**src/rtl/simd_addsub_pipe.sv**
```systemverilog
// simd_addsub_pipe: two-stage SIMD adder/subtractor with per-lane flags.
// Stage 1 adds the low half; stage 2 adds the high half, then flags and clamps.
module simd_addsub_pipe #(
    parameter int WIDTH    = 64,
    parameter int LANE_MIN = 8,
    localparam int NCHUNK  = WIDTH / LANE_MIN,
    localparam int MODE_W  = $clog2(NCHUNK) + 1
) (
    input  logic              clk,
    input  logic              rst,
    input  logic              in_valid,
    output logic              in_ready,
    input  logic [WIDTH-1:0]  a,
    input  logic [WIDTH-1:0]  b,
    input  logic [MODE_W-1:0] mode,
    input  logic [NCHUNK-1:0] sub,
    input  logic              sat_en,
    input  logic              sat_signed,
    output logic              out_valid,
    input  logic              out_ready,
    output logic [WIDTH-1:0]  result,
    output logic [NCHUNK-1:0] cflag,
    output logic [NCHUNK-1:0] vflag
);

    localparam int HALF = WIDTH / 2;
    localparam int HCH  = NCHUNK / 2;
    localparam int LOG  = $clog2(NCHUNK);
    localparam int L    = LANE_MIN;

    // Chunk-index mask of one lane: (chunks per lane) - 1
    function automatic int lane_msk(input logic [MODE_W-1:0] m);
        int me;
        me = (int'(m) > LOG) ? LOG : int'(m);
        return (NCHUNK >> me) - 1;
    endfunction

    logic adv;

    logic              s1_valid;
    logic [HALF-1:0]   s1_lo_sum;
    logic [HALF-1:0]   s1_a_hi;
    logic [HALF-1:0]   s1_b_hi;
    logic [HCH-1:0]    s1_lo_c;
    logic [HCH-1:0]    s1_lo_v;
    logic [HCH-1:0]    s1_lo_as;
    logic [MODE_W-1:0] s1_mode;
    logic [NCHUNK-1:0] s1_sub;
    logic              s1_sat_en;
    logic              s1_sat_signed;

    logic [HALF-1:0]   lo_sum_d;
    logic [HCH-1:0]    lo_c_d;
    logic [HCH-1:0]    lo_v_d;
    logic [HCH-1:0]    lo_as_d;

    logic [WIDTH-1:0]  res_d;
    logic [NCHUNK-1:0] cf_d;
    logic [NCHUNK-1:0] vf_d;

    assign adv      = !out_valid || out_ready;
    assign in_ready = adv;

    always_comb begin : s1_comb
        int mk;
        logic cy;
        logic s_l;
        logic cin;
        logic [L-1:0] ac;
        logic [L-1:0] bc;
        logic [L:0] ext;
        mk       = lane_msk(mode);
        cy       = 1'b0;
        s_l      = 1'b0;
        cin      = 1'b0;
        ac       = '0;
        bc       = '0;
        ext      = '0;
        lo_sum_d = '0;
        lo_c_d   = '0;
        lo_v_d   = '0;
        lo_as_d  = '0;
        for (int i = 0; i < HCH; i++) begin
            s_l = sub[i & ~mk];
            ac  = a[i*L +: L];
            bc  = b[i*L +: L] ^ {L{s_l}};
            cin = ((i & mk) == 0) ? s_l : cy;
            ext = {1'b0, ac} + {1'b0, bc} + {{L{1'b0}}, cin};
            cy  = ext[L];
            lo_sum_d[i*L +: L] = ext[L-1:0];
            lo_c_d[i]  = cy;
            lo_v_d[i]  = (ac[L-1] == bc[L-1]) && (ext[L-1] != ac[L-1]);
            lo_as_d[i] = ac[L-1];
        end
    end

    always_comb begin : s2_comb
        int mk;
        int t;
        logic cy;
        logic s_l;
        logic cin;
        logic top;
        logic as_t;
        logic [L-1:0] ac;
        logic [L-1:0] bc;
        logic [L-1:0] ch;
        logic [L:0] ext;
        logic [WIDTH-1:0] sum_all;
        logic [NCHUNK-1:0] c_all;
        logic [NCHUNK-1:0] v_all;
        logic [NCHUNK-1:0] as_all;
        mk      = lane_msk(s1_mode);
        t       = 0;
        s_l     = 1'b0;
        cin     = 1'b0;
        top     = 1'b0;
        as_t    = 1'b0;
        ac      = '0;
        bc      = '0;
        ch      = '0;
        ext     = '0;
        res_d   = '0;
        cf_d    = '0;
        vf_d    = '0;
        sum_all = {{HALF{1'b0}}, s1_lo_sum};
        c_all   = {{HCH{1'b0}}, s1_lo_c};
        v_all   = {{HCH{1'b0}}, s1_lo_v};
        as_all  = {{HCH{1'b0}}, s1_lo_as};
        // Midpoint carry only survives when chunk HCH is not a lane start
        cy      = s1_lo_c[HCH-1];
        for (int i = HCH; i < NCHUNK; i++) begin
            s_l = s1_sub[i & ~mk];
            ac  = s1_a_hi[(i-HCH)*L +: L];
            bc  = s1_b_hi[(i-HCH)*L +: L] ^ {L{s_l}};
            cin = ((i & mk) == 0) ? s_l : cy;
            ext = {1'b0, ac} + {1'b0, bc} + {{L{1'b0}}, cin};
            cy  = ext[L];
            sum_all[i*L +: L] = ext[L-1:0];
            c_all[i]  = cy;
            v_all[i]  = (ac[L-1] == bc[L-1]) && (ext[L-1] != ac[L-1]);
            as_all[i] = ac[L-1];
        end
        for (int i = 0; i < NCHUNK; i++) begin
            t    = i | mk;
            s_l  = s1_sub[i & ~mk];
            top  = (i == t);
            as_t = as_all[t];
            ch   = sum_all[i*L +: L];
            if (s1_sat_en && s1_sat_signed && v_all[t])
                ch = top ? {as_t, {(L-1){~as_t}}} : {L{~as_t}};
            else if (s1_sat_en && !s1_sat_signed && (c_all[t] ^ s_l))
                ch = s_l ? '0 : '1;
            res_d[i*L +: L] = ch;
            cf_d[i] = top && (c_all[i] ^ s_l);
            vf_d[i] = top && v_all[i];
        end
    end

    always_ff @(posedge clk) begin
        if (rst) begin
            s1_valid      <= 1'b0;
            s1_lo_sum     <= '0;
            s1_a_hi       <= '0;
            s1_b_hi       <= '0;
            s1_lo_c       <= '0;
            s1_lo_v       <= '0;
            s1_lo_as      <= '0;
            s1_mode       <= '0;
            s1_sub        <= '0;
            s1_sat_en     <= 1'b0;
            s1_sat_signed <= 1'b0;
            out_valid     <= 1'b0;
            result        <= '0;
            cflag         <= '0;
            vflag         <= '0;
        end else if (adv) begin
            s1_valid      <= in_valid;
            s1_lo_sum     <= lo_sum_d;
            s1_a_hi       <= a[WIDTH-1:HALF];
            s1_b_hi       <= b[WIDTH-1:HALF];
            s1_lo_c       <= lo_c_d;
            s1_lo_v       <= lo_v_d;
            s1_lo_as      <= lo_as_d;
            s1_mode       <= mode;
            s1_sub        <= sub;
            s1_sat_en     <= sat_en;
            s1_sat_signed <= sat_signed;
            out_valid     <= s1_valid;
            result        <= res_d;
            cflag         <= cf_d;
            vflag         <= vf_d;
        end
    end

endmodule

```
**config.mk**
```make
export PLATFORM = sky130hd
export DESIGN_NAME = simd_addsub_pipe
export DESIGN_NICKNAME = d
export VERILOG_FILES = /design/src/rtl/simd_addsub_pipe.sv
export SDC_FILE = /design/constraint.sdc
export NUM_CORES = 1
export LEC_CHECK = 0
export CAP_MARGIN = 25
export CORE_MARGIN = 4
export CORE_UTILIZATION = 45
export CTS_CLUSTER_SIZE = 28
export DETAILED_ROUTE_END_ITERATION = 12
export PLACE_DENSITY = 0.82
export REMOVE_ABC_BUFFERS = 1
export SETUP_SLACK_MARGIN = 0.05
export SLEW_MARGIN = 5
export SYNTH_ARGS = -nofsm -noshare
export SYNTH_HDL_FRONTEND = slang
export SYNTH_SLANG_ARGS = --single-unit
```
**constraint.sdc**
```tcl
create_clock -name clk -period 8.83 [get_ports clk]
set_input_delay 1.766 -clock clk [delete_from_list [all_inputs] [get_ports clk]]
set_output_delay 1.766 -clock clk [all_outputs]
set_load 0.02 [all_outputs]
```
## Word level (Yosys, flattened, before mapping)

Index checks and enable logic that the tools add are counted.

| word-level totals | value |
|---|---|
| register bits | 204 |
| latch bits | 0 |
| RAM bits | 0 |
| memory bits (read-only) | 0 |
| input port bits | 146 |
| output and inout port bits | 82 |
| logic and storage cells | 295 |
| memories | 0 |

| operators by class | value |
|---|---|
| $add $sub $neg | 18 |
| multipliers | 0 |
| div/mod/pow operators | 0 |
| $lt $le $gt $ge | 20 |
| eq/ne operators | 16 |
| shift operators | 2 |
| multiplexer cells | 130 |
| bitwise logic cells | 34 |
| reduce and logical (&&, ||, !) cells | 60 |

Operators with widths:

| cell | count |
|---|---|
| logical NOT 32 bit | 8 |
| < comparator 32 x 5 -> 1 bit (second input constant) | 8 |
| two-way mux 8 bit | 32 |
| logical NOT 31 bit | 3 |
| logical NOT 30 bit | 3 |
| two-way mux 1 bit | 79 |
| adder 8 x 8 -> 9 bit | 8 |
| adder 9 x 1 -> 9 bit | 8 |
| bitwise XOR 8 bit | 8 |
| logical AND 1 bit | 42 |
| right shift 4 x 4 -> 32 bit (first input constant) | 1 |
| subtractor 32 x 2 -> 32 bit (second input constant) | 1 |
| logical NOT 29 bit | 1 |
| binary-select mux 1 bit (select 2 bit) | 13 |
| < comparator 2 x 4 -> 1 bit (second input constant) | 4 |
| < comparator 3 x 4 -> 1 bit (second input constant) | 4 |
| bitwise XOR 1 bit | 16 |
| binary-select mux 1 bit (select 3 bit) | 4 |
| equality test 1 bit | 8 |
| greater-than comparator 4 x 2 -> 1 bit (second input constant) | 2 |
| < comparator 1 x 4 -> 1 bit (second input constant) | 2 |
| two-way mux 4 bit | 2 |
| inequality test 1 bit | 8 |
| inverter 1 bit | 8 |
| 6 further kinds | 7 |

## Depth between registers and ports, before layout

| logic depth | value |
|---|---|
| word-level depth | 23 |
| depth in mapped cells | 41 |
| depth with buffers taken out | 40 |

## Least setup slack after synthesis

No wires, ideal clock.

| timing | value |
|---|---|
| path type | register to register |
| start point | register s1_mode[3] |
| end point | register result[7] |
| library setup time | 0.092 ns |
| arrival time | 9.114 ns |
| required time | 8.738 ns |
| setup slack | -0.376 ns |
| cell stages (with the launch flop) | 37 |
| path buffers | 1 |
| period minus slack after synthesis | 9.206 ns |
| cell sequence | dfxtp_1 or4b_2 ha_1 xnor2_4 mux2i_1 buf_2 xor2_1 fa_1 fa_1 nor2b_1 o31a_1 a31oi_1 nor2_1 a21oi_1 fa_1 fa_1 nand2b_1 a211oi_1 o41ai_1 nand2_1 o21ai_0 fa_1 fa_1 nand2b_1 a21oi_1 a211o_1 mux2_2 fa_1 fa_1 a211oi_1 o21bai_1 o22a_1 mux2i_2 a22o_1 o2111ai_1 a211oi_1 nor4_1 |

| between the ends | value |
|---|---|
| cells in the longest elaborated chain, start to end | 23 |
| elaborated cells on any way between the ends | 62 |
| those cells by class | add/sub: 9; order compare: 1; eq/ne: 8; shift: 1; mux: 25; bitwise: 7; reduce/logical: 11 |

Ends and longest elaborated chain:

| item | line | RTL |
|---|---|---|
| start, declared | 47 | `logic [MODE_W-1:0] s1_mode;` |
| start signal, assigned | 185 | `s1_mode <= mode;` |
| greater-than comparator 4 x 2 -> 1 bit | 34 | `me = (int'(m) > LOG) ? LOG : int'(m);` |
| two-way mux 4 bit * | 34 |  |
| right shift 4 x 4 -> 32 bit * | 35 | `return (NCHUNK >> me) - 1;` |
| subtractor 32 x 2 -> 32 bit * | 35 |  |
| inverter 3 bit | 133 | `s_l = s1_sub[i & ~mk];` |
| two-way mux 1 bit (implied by the code) (2 in a row) | 133 |  |
| bitwise XOR 8 bit | 135 | `bc = s1_b_hi[(i-HCH)*L +: L] ^ {L{s_l}};` |
| adder 8 x 8 -> 9 bit | 137 | `ext = {1'b0, ac} + {1'b0, bc} + {{L{1'b0}}, cin};` |
| (+6 left out) | n/a |  |
| adder 9 x 1 -> 9 bit | 137 |  |
| binary-select mux 1 bit (select 3 bit) or inequality test 1 bit (tied branches) | 152, 141 |  |
| two-way mux 1 bit (implied by the code) or logical AND 1 bit (tied branches) | 152, 141 |  |
| two-way mux 1 bit (implied by the code) or binary-select mux 1 bit (select 3 bit) (tied branches) | 152, 150 |  |
| bitwise XOR 1 bit or two-way mux 1 bit (tied branches) | 152, 150 |  |
| logical AND 1 bit or two-way mux 1 bit (tied branches) | 152, 150 |  |
| two-way mux 8 bit or logical AND 1 bit (tied branches) | 152, 150 |  |
| two-way mux 8 bit * | 150 | `if (s1_sat_en && s1_sat_signed && v_all[t])` |
| end signal, assigned | 190 | `result <= res_d;` |
| end, declared | 21 | `output logic [WIDTH-1:0] result,` |

Every way passes the cells marked *; elsewhere a longest branch is shown, timed or not. The select of a mux whose other input is x is not followed.
A chain may end at the register's enable or synchronous reset.

## Final worst setup path

| timing | value |
|---|---|
| start point | register s1_mode[3] |
| end point | register result[14] |

| between the ends | value |
|---|---|
| cells in the longest elaborated chain, start to end | 23 |
| elaborated cells on any way between the ends | 58 |
| those cells by class | add/sub: 9; order compare: 1; eq/ne: 4; shift: 1; mux: 28; bitwise: 7; reduce/logical: 8 |

Ends and longest elaborated chain:

| item | line |
|---|---|
| greater-than comparator 4 x 2 -> 1 bit | 34 |
| two-way mux 4 bit * | 34 |
| right shift 4 x 4 -> 32 bit * | 35 |
| subtractor 32 x 2 -> 32 bit * | 35 |
| inverter 3 bit | 133 |
| two-way mux 1 bit (implied by the code) (2 in a row) | 133 |
| bitwise XOR 8 bit | 135 |
| adder 8 x 8 -> 9 bit | 137 |
| (+6 left out) | n/a |
| adder 9 x 1 -> 9 bit | 137 |
| binary-select mux 1 bit (select 2 bit) or inequality test 1 bit (tied branches) | 152, 141 |
| two-way mux 1 bit (implied by the code) or logical AND 1 bit (tied branches) | 152, 141 |
| two-way mux 1 bit (implied by the code) or binary-select mux 1 bit (select 2 bit) (tied branches) | 152, 150 |
| bitwise XOR 1 bit or two-way mux 1 bit (tied branches) | 152, 150 |
| logical AND 1 bit or two-way mux 1 bit (tied branches) | 152, 150 |
| two-way mux 8 bit or logical AND 1 bit (tied branches) | 152, 150 |
| two-way mux 8 bit * | 150 |

Marked as above.

==> metrics <==
status finished clean; crit path DAT 8960 ps; layout cells sized above 1 0.147; largest net degree at the start of global routing 156; initial antenna violation count 1; number of synthesized register bits 204; # rows 59; GRT Resource Usage Total 0.234; post-route core utilization 0.630; hold-critical path depth 2; WL/cell 17.1 µm; flop2flop setup slack 280 ps; CP Capture Type flop; gp weighted congestion 0.914; DRC violations left 0; Cell variety after synth 82; syn_area_per_cell 8.06 µm²; register area share after synthesis 0.342; ys async rst share 0; Synth area leaders dfxtp_1, nand2_1, a21oi_1; worst r2r dst result[14]; RSZ-0062 raised after global routing yes; Multi-input gate area 7690 µm²; HP Class reg -> reg; Yosys top cell area share 0.342; die height 171 µm; number of global-route vias before repair 11703; critical path class reg -> reg; max-slew violations 0; number of clock sinks 204; Most common cell on crit path fa_2; clock buffer count from CTS 24; RR Startpoint s1_mode[3]; Tot Pwr 3.46 mW; top cell type by total area after synthesis dfxtp_1; Max-Cap Viols 0; Core ar. 26100 µm²; Die Footprint 29200 µm²; first-pass GRT wire length 56800 µm; fill count 2171; worst min-delay path startpoint s1_sub[1]; First-pass DRT Iterations 6; root cell of the clock tree clkbuf_16; 1st-iter DRT viols 758; # H-tree levels 1; Hold Vio Cnt, Final 0; Synth warnings 0; TritonCTS clock tree done; Post-synth EDFFs 0; Leakage 6.94 nW; die width 171 µm; Synth Flop Type dfxtp_1; synthesized area 12000 µm²; Worst-Margin Slew 1040 ps; post-route clock period utilization 0.968; Initial Utilization 0.458; slowest cell delay on critical path 570 ps; Layout Area Growth over Synthesis 37.6%; top-count cell post-synth nand2_1; # IOs 228; vias per cell 5.54; post-synthesis cell count 1483; relative slew slack 0.309; grt ovf 0; Req. time, crit path 9240 ps; final setup fails 0; f_max 117 MHz; Fin Hold WS 452 ps; maximum buffer depth of the clock tree 3; pwr dens 210 nW/µm²; clk_lat worst skew 530 ps; Seq. cell area 4080 µm²; hold bufs inserted after CTS 0; Worst path slowest cell or4b_4; overall routed net length 36400 µm; critical path fanouts, max 8; final antenna diode count 0; VDD IR max 0.139 mV; detailed placement HPWL 26100 µm; min Tclk post-route 8550 ps; Nets 2000; Worst Reg-to-Reg Cells 38; Clock Skew 21.0 ps; CP Launch Type flop; clock-pin slew on the worst setup and hold paths 60 ps; Hold EP s1_sub[1]; most frequent cells after synthesis nand2_1, dfxtp_1, a21oi_1, nor2_1, clkbuf_1; via count 11807; I/O Buffers 227; number of nets with antenna violations after routing 0
[cell type report]
type / count / area share
clock buffers: 32 / 0.0427
multi-input cells: 1152 / 0.468
repair buffers: 350 / 0.198
well taps: 335 / 0.0255
clock inverters: 10 / 0.00700
flip-flops and latches: 204 / 0.248
inverters: 47 / 0.0109
[logic make-up (layout without fill, tap and decap cells)]
family / after synthesis / after routing / share of synthesized area
AND/OR/NAND/NOR: 522 / 522 / 0.192
AO/OA/AOI/OAI: 414 / 414 / 0.224
flip-flops: 204 / 204 / 0.342
buffers and inverters: 127 / 439 / 0.0423
XOR/XNOR: 116 / 116 / 0.0872
adder cells (fa/ha/maj): 75 / 75 / 0.0879
multiplexers: 25 / 25 / 0.0251
[repair_timing]
item / 4_1_cts / 5_1_grt
endpoints found under the setup margin: 72 / 74
gates cloned: 0 / 0
pin swaps: 12 / 48
resized for setup: 24 / 69
buffers inserted: 13 / 10
[power by group]
part | total [mW] | switching (mW) | leakage, nW | internal [mW]
clock | 1.02 | 0.405 | 0.396 | 0.617
combinational | 1.31 | 0.664 | 4.86 | 0.642
sequential | 1.13 | 0.0873 | 1.69 | 1.05
[worst max-delay path by stage]
| stage | start | end | cells past startpoint |
|---|---|---|---|
| 2_1_floorplan | out_ready | result[15] | 5 |
| 3_3_place_gp | sub[0] | s1_lo_c[3] | 41 |
| 3_5_place_dp | sub[0] | s1_lo_c[3] | 41 |
| 4_1_cts | b[1] | s1_lo_c[3] | 41 |
| 5_1_grt | b[2] | s1_lo_c[3] | 41 |
| 6_report | s1_mode[3] | result[14] | 38 |
[routing by layer]
metal,share of wire,GRT usage,vias to the layer above
met5,0.00036,0,-
met4,0.029,0.0772,2
met3,0.073,0.0483,81
met2,0.49,0.405,424
met1,0.41,0.292,5566
li1,-,-,5734
[layout by cell type (no fill, tap or decap), types with 9 or more instances in the layout]
cell / instances
dfxtp_1: 204
fa_2: 15
a211oi_2: 9
nand2b_1: 19
o21a_1: 11
o21bai_1: 12
nand3_1: 10
a21oi_1: 157
clkbuf_16: 25
a221o_1: 9
nor3_1: 15
a22oi_1: 15
mux2i_1: 16
nor3b_1: 10
buf_4: 118
inv_1: 45
nor2_1: 140
nor2b_1: 14
a21o_1: 14
nand2_1: 262
clkdlybuf4s50_1: 222
a211oi_1: 57
o21ai_0: 47
xnor2_1: 58
xor2_1: 53
ha_1: 59
[critical path: cells and delay by family, from the launching register on]
family,cells,cell delay (ps)
buf+inv,3,470
mux,2,600
fa+ha+maj,9,2270
simple gates,7,1530
compound gates,15,2870
flops,1,310
xor+xnor,2,360
[sequential cells by signal, indices dropped and copies added, names as in the netlist]
name,flops
s1_a_hi,32
s1_valid,1
s1_sat_signed,1
s1_mode,4
s1_lo_v,4
vflag,8
s1_lo_sum,32
cflag,8
s1_b_hi,32
s1_lo_c,4
result,64
s1_lo_as,4
out_valid,1
s1_sub,8
s1_sat_en,1
[through the flow]
stage	TNS (ps)	worst slack [ps]	std cells	area, µm²
floorplan	-412560	-3320	1403	11600
global placement	-12460	-828	2064	15100
detailed placement	-26160	-1210	2065	15100
CTS	0	53.4	2120	16100
global route	-128	-95.9	2130	16500
finish	0	279	2130	16500
Note: power is estimated with default switching activity, not from simulation.
